--- src/rtl/nco_sweep_ctrl_if.sv ---
// nco_sweep_ctrl_if: request/config inputs and NCO-facing outputs of the sweep sequencer
interface nco_sweep_ctrl_if #(parameter int DWELL_W = 16);
    logic               start;
    logic               abort;
    logic [1:0]         mode;
    logic [31:0]        f_start;
    logic [31:0]        f_stop;
    logic [31:0]        f_step;
    logic [DWELL_W-1:0] dwell;
    logic [31:0]        ctrl;
    logic               nco_rst;
    logic               busy;
    logic               done;
    modport master (output start, abort, mode, f_start, f_stop, f_step, dwell,
                    input  ctrl, nco_rst, busy, done);
    modport slave  (input  start, abort, mode, f_start, f_stop, f_step, dwell,
                    output ctrl, nco_rst, busy, done);
endinterface

--- src/rtl/nco_sweep_ctrl.sv ---
// nco_sweep_ctrl: steps the NCO control word from f_start to f_stop with per-frequency dwell
module nco_sweep_ctrl #(parameter int DWELL_W = 16) (
    input logic              clk,
    input logic              rst,
    nco_sweep_ctrl_if.slave  bus
);
    typedef enum logic [1:0] {IDLE, LOAD, RUN} state_t;
    state_t             state, state_n;
    logic [31:0]        ctrl_q, ctrl_n, org, org_n, tgt, tgt_n, step, step_n;
    logic [DWELL_W-1:0] cnt, cnt_n, dw, dw_n;
    logic [1:0]         md, md_n;
    logic               dir, dir_n, busy_q, busy_n, nco_q, nco_n, done_q, done_n;

    // one step toward lim; 33-bit so a carry/borrow out also clamps to lim
    function automatic logic [31:0] advance(input logic [31:0] cur, lim, stp, input logic up);
        logic [32:0] sum;
        sum = up ? {1'b0, cur} + {1'b0, stp} : {1'b0, cur} - {1'b0, stp};
        return (sum[32] || (up ? sum[31:0] > lim : sum[31:0] < lim)) ? lim : sum[31:0];
    endfunction

    // next-state and next-register values; abort overrides everything
    always_comb begin
        state_n = state;
        ctrl_n  = ctrl_q;
        org_n   = org;
        tgt_n   = tgt;
        step_n  = step;
        cnt_n   = cnt;
        dw_n    = dw;
        md_n    = md;
        dir_n   = dir;
        busy_n  = busy_q;
        nco_n   = 1'b0;
        done_n  = 1'b0;
        if (bus.abort) begin
            state_n = IDLE;
            ctrl_n  = '0;
            busy_n  = 1'b0;
            cnt_n   = '0;
        end else begin
            case (state)
                IDLE: if (bus.start) begin
                    md_n    = bus.mode;
                    org_n   = bus.f_start;
                    tgt_n   = bus.f_stop;
                    step_n  = (bus.f_step == '0) ? 32'd1 : bus.f_step;
                    dw_n    = bus.dwell;
                    dir_n   = bus.f_stop >= bus.f_start;
                    busy_n  = 1'b1;
                    state_n = LOAD;
                end
                LOAD: begin
                    ctrl_n  = org;
                    nco_n   = 1'b1;
                    cnt_n   = dw;
                    state_n = RUN;
                end
                RUN: if (cnt != '0) begin
                    cnt_n = cnt - 1'b1;
                end else begin
                    cnt_n = dw;
                    if (ctrl_q != tgt) begin
                        ctrl_n = advance(ctrl_q, tgt, step, dir);
                    end else if (md == 2'd1) begin
                        ctrl_n = org;
                    end else if (md == 2'd2) begin
                        org_n  = tgt;
                        tgt_n  = org;
                        dir_n  = ~dir;
                        ctrl_n = advance(ctrl_q, org, step, ~dir);
                    end else begin
                        state_n = IDLE;
                        busy_n  = 1'b0;
                        done_n  = 1'b1;
                    end
                end
                default: state_n = IDLE;
            endcase
        end
    end

    // register bank with asynchronous active-low clear
    always_ff @(posedge clk or negedge rst) begin
        if (!rst) begin
            state  <= IDLE;
            ctrl_q <= '0;
            org    <= '0;
            tgt    <= '0;
            step   <= '0;
            cnt    <= '0;
            dw     <= '0;
            md     <= '0;
            dir    <= 1'b0;
            busy_q <= 1'b0;
            nco_q  <= 1'b0;
            done_q <= 1'b0;
        end else begin
            state  <= state_n;
            ctrl_q <= ctrl_n;
            org    <= org_n;
            tgt    <= tgt_n;
            step   <= step_n;
            cnt    <= cnt_n;
            dw     <= dw_n;
            md     <= md_n;
            dir    <= dir_n;
            busy_q <= busy_n;
            nco_q  <= nco_n;
            done_q <= done_n;
        end
    end

    assign bus.ctrl    = ctrl_q;
    assign bus.nco_rst = nco_q;
    assign bus.busy    = busy_q;
    assign bus.done    = done_q;
endmodule
--- src/flat_wrapper.sv ---
// flat-port wrapper written by rule: the top's interface ports become plain ports
module nco_sweep_ctrl_flat 
#(parameter int DWELL_W = 16)
  (clk, rst, bus_start, bus_abort, bus_mode, bus_f_start, bus_f_stop, bus_f_step, bus_dwell, bus_ctrl, bus_nco_rst, bus_busy, bus_done);
  nco_sweep_ctrl_if #(.DWELL_W(DWELL_W)) bus_i ();
  input logic clk;
  input logic rst;
  input wire logic [$bits(bus_i.start)-1:0] bus_start;
  input wire logic [$bits(bus_i.abort)-1:0] bus_abort;
  input wire logic [$bits(bus_i.mode)-1:0] bus_mode;
  input wire logic [$bits(bus_i.f_start)-1:0] bus_f_start;
  input wire logic [$bits(bus_i.f_stop)-1:0] bus_f_stop;
  input wire logic [$bits(bus_i.f_step)-1:0] bus_f_step;
  input wire logic [$bits(bus_i.dwell)-1:0] bus_dwell;
  output wire logic [$bits(bus_i.ctrl)-1:0] bus_ctrl;
  output wire logic [$bits(bus_i.nco_rst)-1:0] bus_nco_rst;
  output wire logic [$bits(bus_i.busy)-1:0] bus_busy;
  output wire logic [$bits(bus_i.done)-1:0] bus_done;
  assign bus_i.start = bus_start;
  assign bus_i.abort = bus_abort;
  assign bus_i.mode = bus_mode;
  assign bus_i.f_start = bus_f_start;
  assign bus_i.f_stop = bus_f_stop;
  assign bus_i.f_step = bus_f_step;
  assign bus_i.dwell = bus_dwell;
  assign bus_ctrl = bus_i.ctrl;
  assign bus_nco_rst = bus_i.nco_rst;
  assign bus_busy = bus_i.busy;
  assign bus_done = bus_i.done;
  nco_sweep_ctrl #(.DWELL_W(DWELL_W)) u_core (.clk(clk), .rst(rst), .bus(bus_i));
endmodule
--- config.mk ---
export PLATFORM = sky130hd
export DESIGN_NAME = nco_sweep_ctrl_flat
export DESIGN_NICKNAME = d
export VERILOG_FILES = /design/src/rtl/nco_sweep_ctrl_if.sv /design/src/rtl/nco_sweep_ctrl.sv /design/src/flat_wrapper.sv
export SDC_FILE = /design/constraint.sdc
export NUM_CORES = 1
export LEC_CHECK = 0
export CAP_MARGIN = 0
export CORE_MARGIN = 1
export CORE_UTILIZATION = 35
export CTS_CLUSTER_DIAMETER = 200
export DETAILED_ROUTE_END_ITERATION = 16
export GPL_TIMING_DRIVEN = 0
export RECOVER_POWER = 100
export SETUP_SLACK_MARGIN = 0.5
export SYNTH_ARGS = -nofsm -noshare
export SYNTH_HDL_FRONTEND = slang
export SYNTH_SLANG_ARGS = --single-unit
--- constraint.sdc ---
create_clock -name clk -period 8.8 [get_ports clk]
set_input_delay 1.32 -clock clk [delete_from_list [all_inputs] [get_ports clk]]
set_output_delay 1.32 -clock clk [all_outputs]
set_load 0.05 [all_outputs]
== Yosys cells after proc, flatten, opt, wreduce, memory -nomap -nowiden ==
Index checks and enable logic that the tools add are counted.

* Logic and storage cells: 107
* Flip-flop bits (word level): 168
* Output and inout bits: 35
* Input port bits: 118

* Equality and inequality tests: 16
* Mux-type cells: 56
* Bitwise gates (word level): 2
* Magnitude comparators: 5
* $add $sub $neg: 3
* Reduce and logical (&&, ||, !) cells: 13

{| class="wikitable"
|+ Operators by type and width
! kind !! count
|-
| $mux 32 || 18
|-
| $pmux 32 s2 || 3
|-
| $mux 33 || 2
|-
| $gt 32x32->1 || 2
|-
| $lt 32x32->1 || 2
|-
| $add 32x32->33 || 1
|-
| $sub 32x32->33 || 1
|-
| $ge 32x32->1 || 1
|-
| $logic_not 32->1 || 1
|-
| $mux 16 || 2
|-
| $ne 32x32->1 || 1
|-
| $pmux 16 s2 || 1
|-
| $mux 1 || 21
|-
| $reduce_bool 16->1 || 1
|-
| $sub 16x1->16 const B || 1
|-
| $ne 3x3->1 const B || 5
|-
| $mux 2 || 6
|-
| $ne 2x2->1 const B || 4
|-
| $reduce_and 7->1 || 1
|-
| $pmux 2 s3 || 1
|-
| $reduce_and 3->1 || 2
|-
| $reduce_and 6->1 || 1
|-
| $reduce_bool 3->1 || 2
|-
| $ne 5x2->1 const B || 1
|-
| other kinds (9) || 14
|}

== Depth between registers and ports, before layout ==
* Depth after elaboration: 12
* Mapped depth: 24
* Mapped depth without buffers: 23

== Least setup slack after synthesis ==
No wires, ideal clock.

* Path type: register to register
* Start point: reg u_core.ctrl_q[0], in the netlist u_core.bus.ctrl[0]
* End point: reg u_core.ctrl_q[19], in the netlist u_core.bus.ctrl[19]
* Period minus slack after synthesis: 5251 ps
* Setup time: 121 ps
* Arrival: 5130 ps
* Path slack: 3549 ps
* Buffers on the path: 1
* Required time: 8679 ps
* Stages on the path, launching flop included: 24
* Cells stage by stage: dfrtp_1 > inv_1 > ha_1 > inv_1 > fa_1 > a211oi_1 > o21ai_1 > a41oi_1 > o211ai_2 > and4_1 > nor3_1 > o22a_1 > xnor2_1 > ha_1 > nand4_1 > nor4_1 > nand2_1 > or3_1 > a211o_1 > o22a_4 > a21oi_4 > buf_2 > o21ai_1 > o22a_1

* Word-level cells in the longest chain between the ends: 12
* Elaborated cells between the ends (all ways): 23
* Those cells by class: 2 x add/sub; 4 x order compare; 2 x eq/ne; 12 x mux; 3 x reduce/logical

{| class="wikitable"
|+ RTL lines
! what !! line !! RTL
|-
| start: declaration || nco_sweep_ctrl.sv:9 || <nowiki>logic [31:0] ctrl_q, ctrl_n, org, org_n, tgt, tgt_n, step, step_n;</nowiki>
|-
| start signal: assignment || nco_sweep_ctrl.sv:99 || <nowiki>ctrl_q <= ctrl_n;</nowiki>
|-
| $add 32x32->33 or $sub 32x32->33 (tied branches) || nco_sweep_ctrl.sv:17 || <nowiki>sum = up ? {1'b0, cur} + {1'b0, stp} : {1'b0, cur} - {1'b0, stp};</nowiki>
|-
| $mux 33 || nco_sweep_ctrl.sv:17 ||
|-
| $gt 32x32->1 or $lt 32x32->1 (tied branches) || nco_sweep_ctrl.sv:18 || <nowiki>return (sum[32] || (up ? sum[31:0] > lim : sum[31:0] < lim)) ? lim : sum[31:0];</nowiki>
|-
| $mux 1 || nco_sweep_ctrl.sv:18 ||
|-
| $logic_or 1x1->1 || nco_sweep_ctrl.sv:18 ||
|-
| $mux 32 || nco_sweep_ctrl.sv:18 ||
|-
| $mux 32 || nco_sweep_ctrl.sv:66 || <nowiki>end else if (md == 2'd2) begin</nowiki>
|-
| $mux 32 || nco_sweep_ctrl.sv:64 || <nowiki>end else if (md == 2'd1) begin</nowiki>
|-
| $mux 32 || nco_sweep_ctrl.sv:62 || <nowiki>if (ctrl_q != tgt) begin</nowiki>
|-
| $mux 32 || nco_sweep_ctrl.sv:58 || <nowiki>RUN: if (cnt != '0) begin</nowiki>
|-
| $pmux 32 s2 || nco_sweep_ctrl.sv:41 || <nowiki>case (state)</nowiki>
|-
| $mux 32 || nco_sweep_ctrl.sv:35 || <nowiki>if (bus.abort) begin</nowiki>
|}

Several ways; a longest one is shown, not always the timed one. The select of a mux whose other input is x is not followed.
A chain may end at the register's enable or synchronous reset.

== Worst setup path in the final report ==
* Start point: reg u_core.ctrl_q[0], in the netlist u_core.bus.ctrl[0]
* End point: reg u_core.ctrl_q[17], in the netlist u_core.bus.ctrl[17]

Same word-level chain as after synthesis.

==> impl_metrics.toml <==
[run_status]
status = "finished, violations left"
failed_checks = "capacitance limit, slew limit"

[critical_path]
r2r_start = "u_core.bus.ctrl[0]$_DFFE_PN0P_"
critPathRequiredTime_ns = 9.14
critPathMaxFanout = 10
crit_top_cell = "a21o_1"
cpMaxStageDelayCell = "o21ai_0"
cp_top_family = "compound AO/OA/AOI/OAI gates"
reg2reg_to = "u_core.bus.ctrl[17]$_DFFE_PN0P_"
cpPeakStageDelay_ns = 1.22
arrival_ns = 8.04
rrSetupSlack_ns = 1.11
rr_worst_depth = 23
crit_start = "u_core.bus.ctrl[0]$_DFFE_PN0P_"
path_cells = "inv_1, ha_1, inv_1, fa_1, a211oi_1, o21ai_1, o22ai_1, a21boi_0, a31oi_1, a21oi_1, xor2_1, ha_1, a21o_1, a221o_1, a221oi_1, o21ai_0, a21o_1, a21o_1, o21ai_0, buf_8, mux2i_1, o2bb2ai_1, o22a_1"
worst_setup_path_start_kind = "register"
critPathBufInv = 3
critPathCaptureType = "register"
critPathKind = "reg2reg"
cp.depth = 23
critPathCapture = "u_core.bus.ctrl[17]$_DFFE_PN0P_"

[power_and_ir_drop]
seqPwrFrac_pct = 19.9
pwr-share-comb_pct = 67.7
p_int_uw = 2800
power_leakage_uw = 0.00794
vdd_drop_max_uv = 113
pwr_density_cell_mw_per_mm2 = 325
sw_frac_of_total_pct = 52.9
clockPowerShare_pct = 12.3
p_switching_uw = 3150

[logic_synthesis]
synth_ff_type = "dfrtp_1"
synth_area_mm2 = 0.0156
yosysTopAreaCell = "dfrtp_1"
ys_types = 93
ys_ff_latch = 168
synthTopCellsByArea = "dfrtp_1 27%, ha_1 13%, a21oi_1 5.1%"
syn_avg_cell_area_um2 = 8.17
yosys.area.top_type_share_pct = 27.0
synth_nets = 2194
ys.warnings.count = 0
synth_edf_count = 0
ys_seq_area_share_pct = 27.0
ys_async_sr_fraction_pct = 100
synthCells = 1910

[clock_network]
cts_hold_buf = 0
post_cts_buffers = 0
clk_latency_ns = 0.47
htree_levels = 4
numCtsBuffers = 17
clock-root-buffer = "clkbuf_16"
cts_tree = "built"
path_clk_slew_ns = 0.09
cts_sinks = 168
clockBufferDepth = 2
cts_resized = 0

[detailed_routing]
route.detailed.drc = 0
via_per_inst = 5.69
antenna_left = 0
wirelength_um = 59700
wl_per_cell_um = 22.3
dr_total_vias = 15200
drtIter0Drc = 1255
first_pass_iters = 6

[floorplanning]
core_area_mm2 = 0.0436
die_y_um = 213
io_pins = 153
die_x_um = 213
initial_core_util_pct = 35.8
rows = 76
die_area_mm2 = 0.0454

[sta]
hold_violations = 0
relSlewSlack_pct = -216
whs_ns = 0.512
period_share_pct = 87.4
worstMarginPinSlew_ns = 4.75
setup_viol = 0
period_needed_ns = 7.69
max_freq_ghz = 0.130
slew_viol_final = 177
rsz0062_at_grt = "no"
skew_ns = 0.0221

[global_routing]
grt_max_degree = 90
grt_pass1_vias = 15000
grt_pass1_wl_um = 90700
antenna_found_initial = 1
grt_use_total_pct = 26.7
grt-ovfl-total = 0

[final_layout]
layout_common_cells = "168 x dfrtp_1, 166 x inv_1, 164 x ha_1"
fin_nets = 2365
layout_commonest_cell = "dfrtp_1"
fin_area_mm2 = 0.0183
drive_gt1_share_pct = 5.45
antenna_cells = 0
syn2layout_area_growth_pct = 17.6

[placed_design]
io_buffers = 151
gp_congestion = 0.989
place_area_mm2 = 0.0179
dpl.hpwl_um = 48700

[worst_hold_path]
hold_start = "u_core.dw[0]$_DFFE_PN0P_"
hp-class = "reg2reg"

[job]
maxCapViolCount = 3
[how the worst min path moves through the flow]
stage | end | slack, ns | depth (start not counted)
5_1_grt | u_core.dw[0]$_DFFE_PN0P_ | 0.52 | 1
2_1_floorplan | u_core.cnt[15]$_DFFE_PN0N_ | 0.47 | 2
3_3_place_gp | u_core.cnt[15]$_DFFE_PN0N_ | 0.49 | 2
6_report | u_core.dw[0]$_DFFE_PN0P_ | 0.51 | 1
3_5_place_dp | u_core.dw[0]$_DFFE_PN0P_ | 0.50 | 1
4_1_cts | u_core.dw[0]$_DFFE_PN0P_ | 0.52 | 1
[layer usage]
metal	wire length [um]	track usage (%)	vias up
met5	18	0	-
met4	1300	7.14	2
met3	3360	4.15	67
met2	27000	42.7	517
met1	28000	37.1	7416
li1	-	-	7216
[flip-flops by register name, summed over array words and instances (netlist names)]
register	cells
u_core.bus.ctrl	32
u_core.bus.nco_rst	1
u_core.cnt	16
u_core.tgt	32
u_core.md	2
u_core.bus.busy	1
u_core.step	32
u_core.dir	1
u_core.org	32
u_core.state	2
u_core.dw	16
u_core.bus.done	1
[worst register-to-register path, stage by stage (launching register included)]
cell,delay (ns)
dfrtp_1,0.51
inv_1,0.19
ha_1,0.23
inv_1,0.07
fa_1,0.44
a211oi_1,0.28
o21ai_1,0.23
o22ai_1,0.74
a21boi_0,0.42
a31oi_1,0.37
a21oi_1,0.13
xor2_1,0.28
ha_1,0.30
a21o_1,0.18
a221o_1,0.36
a221oi_1,0.30
o21ai_0,0.13
a21o_1,0.22
a21o_1,0.17
o21ai_0,1.22
buf_8,0.27
mux2i_1,0.22
o2bb2ai_1,0.10
o22a_1,0.20
[power groups by stage]
stage	Clock (uW)	Combinational [uW]	Sequential (uW)
floorplan	0	2680	1230
global placement	0	3920	1190
detailed placement	0	3980	1190
CTS	750	4010	1180
global route	778	4390	1210
finish	734	4030	1190
[layout make-up]
cell class                      count  area (um^2)
Fill cell                        4524        25200
Buffer                            101          444
Clock inverter                     11         90.1
Multi-Input combinational cell   1468        10300
Sequential cell                   168         4200
Timing Repair Buffer              152         1510
Tap cell                          585          732
Clock buffer                       18          429
Inverter                          173          649
[synthesized netlist by cell type, types with 10 or more instances]
cell / n
nand3_1: 31
o21ai_1: 67
xnor2_1: 83
a21o_1: 31
nand2b_1: 16
buf_2: 23
o22a_1: 22
dfrtp_1: 168
a211oi_1: 41
inv_1: 166
buf_1: 10
nand2_1: 150
o21ai_0: 107
o211ai_1: 19
clkbuf_1: 61
ha_1: 164
o2bb2ai_1: 20
mux2_2: 22
nand4_1: 31
a31oi_1: 14
nor4_1: 21
nor2b_1: 21
mux2i_1: 80
o31ai_1: 14
or3_1: 10
nor2_1: 138
nor3_1: 41
a21oi_1: 160
o21bai_1: 14
[cell families (layout without fill, tap and decap cells)]
family                     count (synthesis)  in the layout  synth area share [%]
buffers and inverters                    274            455                  7.04
DFF                                      168            168                  27.0
and+or+nand+nor                          501            501                  15.3
xor gates and xnor gates                  89             89                  5.00
muxes                                    104            104                  6.87
AOI/OAI and AO/OA                        608            608                  25.4
adders and majority gates                166            166                  13.4
[per-stage QoR]
| stage | std cells | TNS (ns) | total power (uW) | utilization [%] | setup slack [ns] |
|---|---|---|---|---|---|
| after floorplan | 1910 | 0 | 3910 | - | 3.55 |
| after global placement | 2646 | -185.34 | 5110 | 41.0 | -1.13 |
| after detailed placement | 2647 | 0 | 5170 | 41.0 | 2.10 |
| after CTS | 2676 | 0 | 5930 | 42.2 | 2.06 |
| after global routing | 2676 | 0 | 6370 | 42.1 | 0.882 |
| final | 2676 | 0 | 5950 | 42.1 | 1.11 |
No activity file was read; power rests on OpenSTA's default activity.
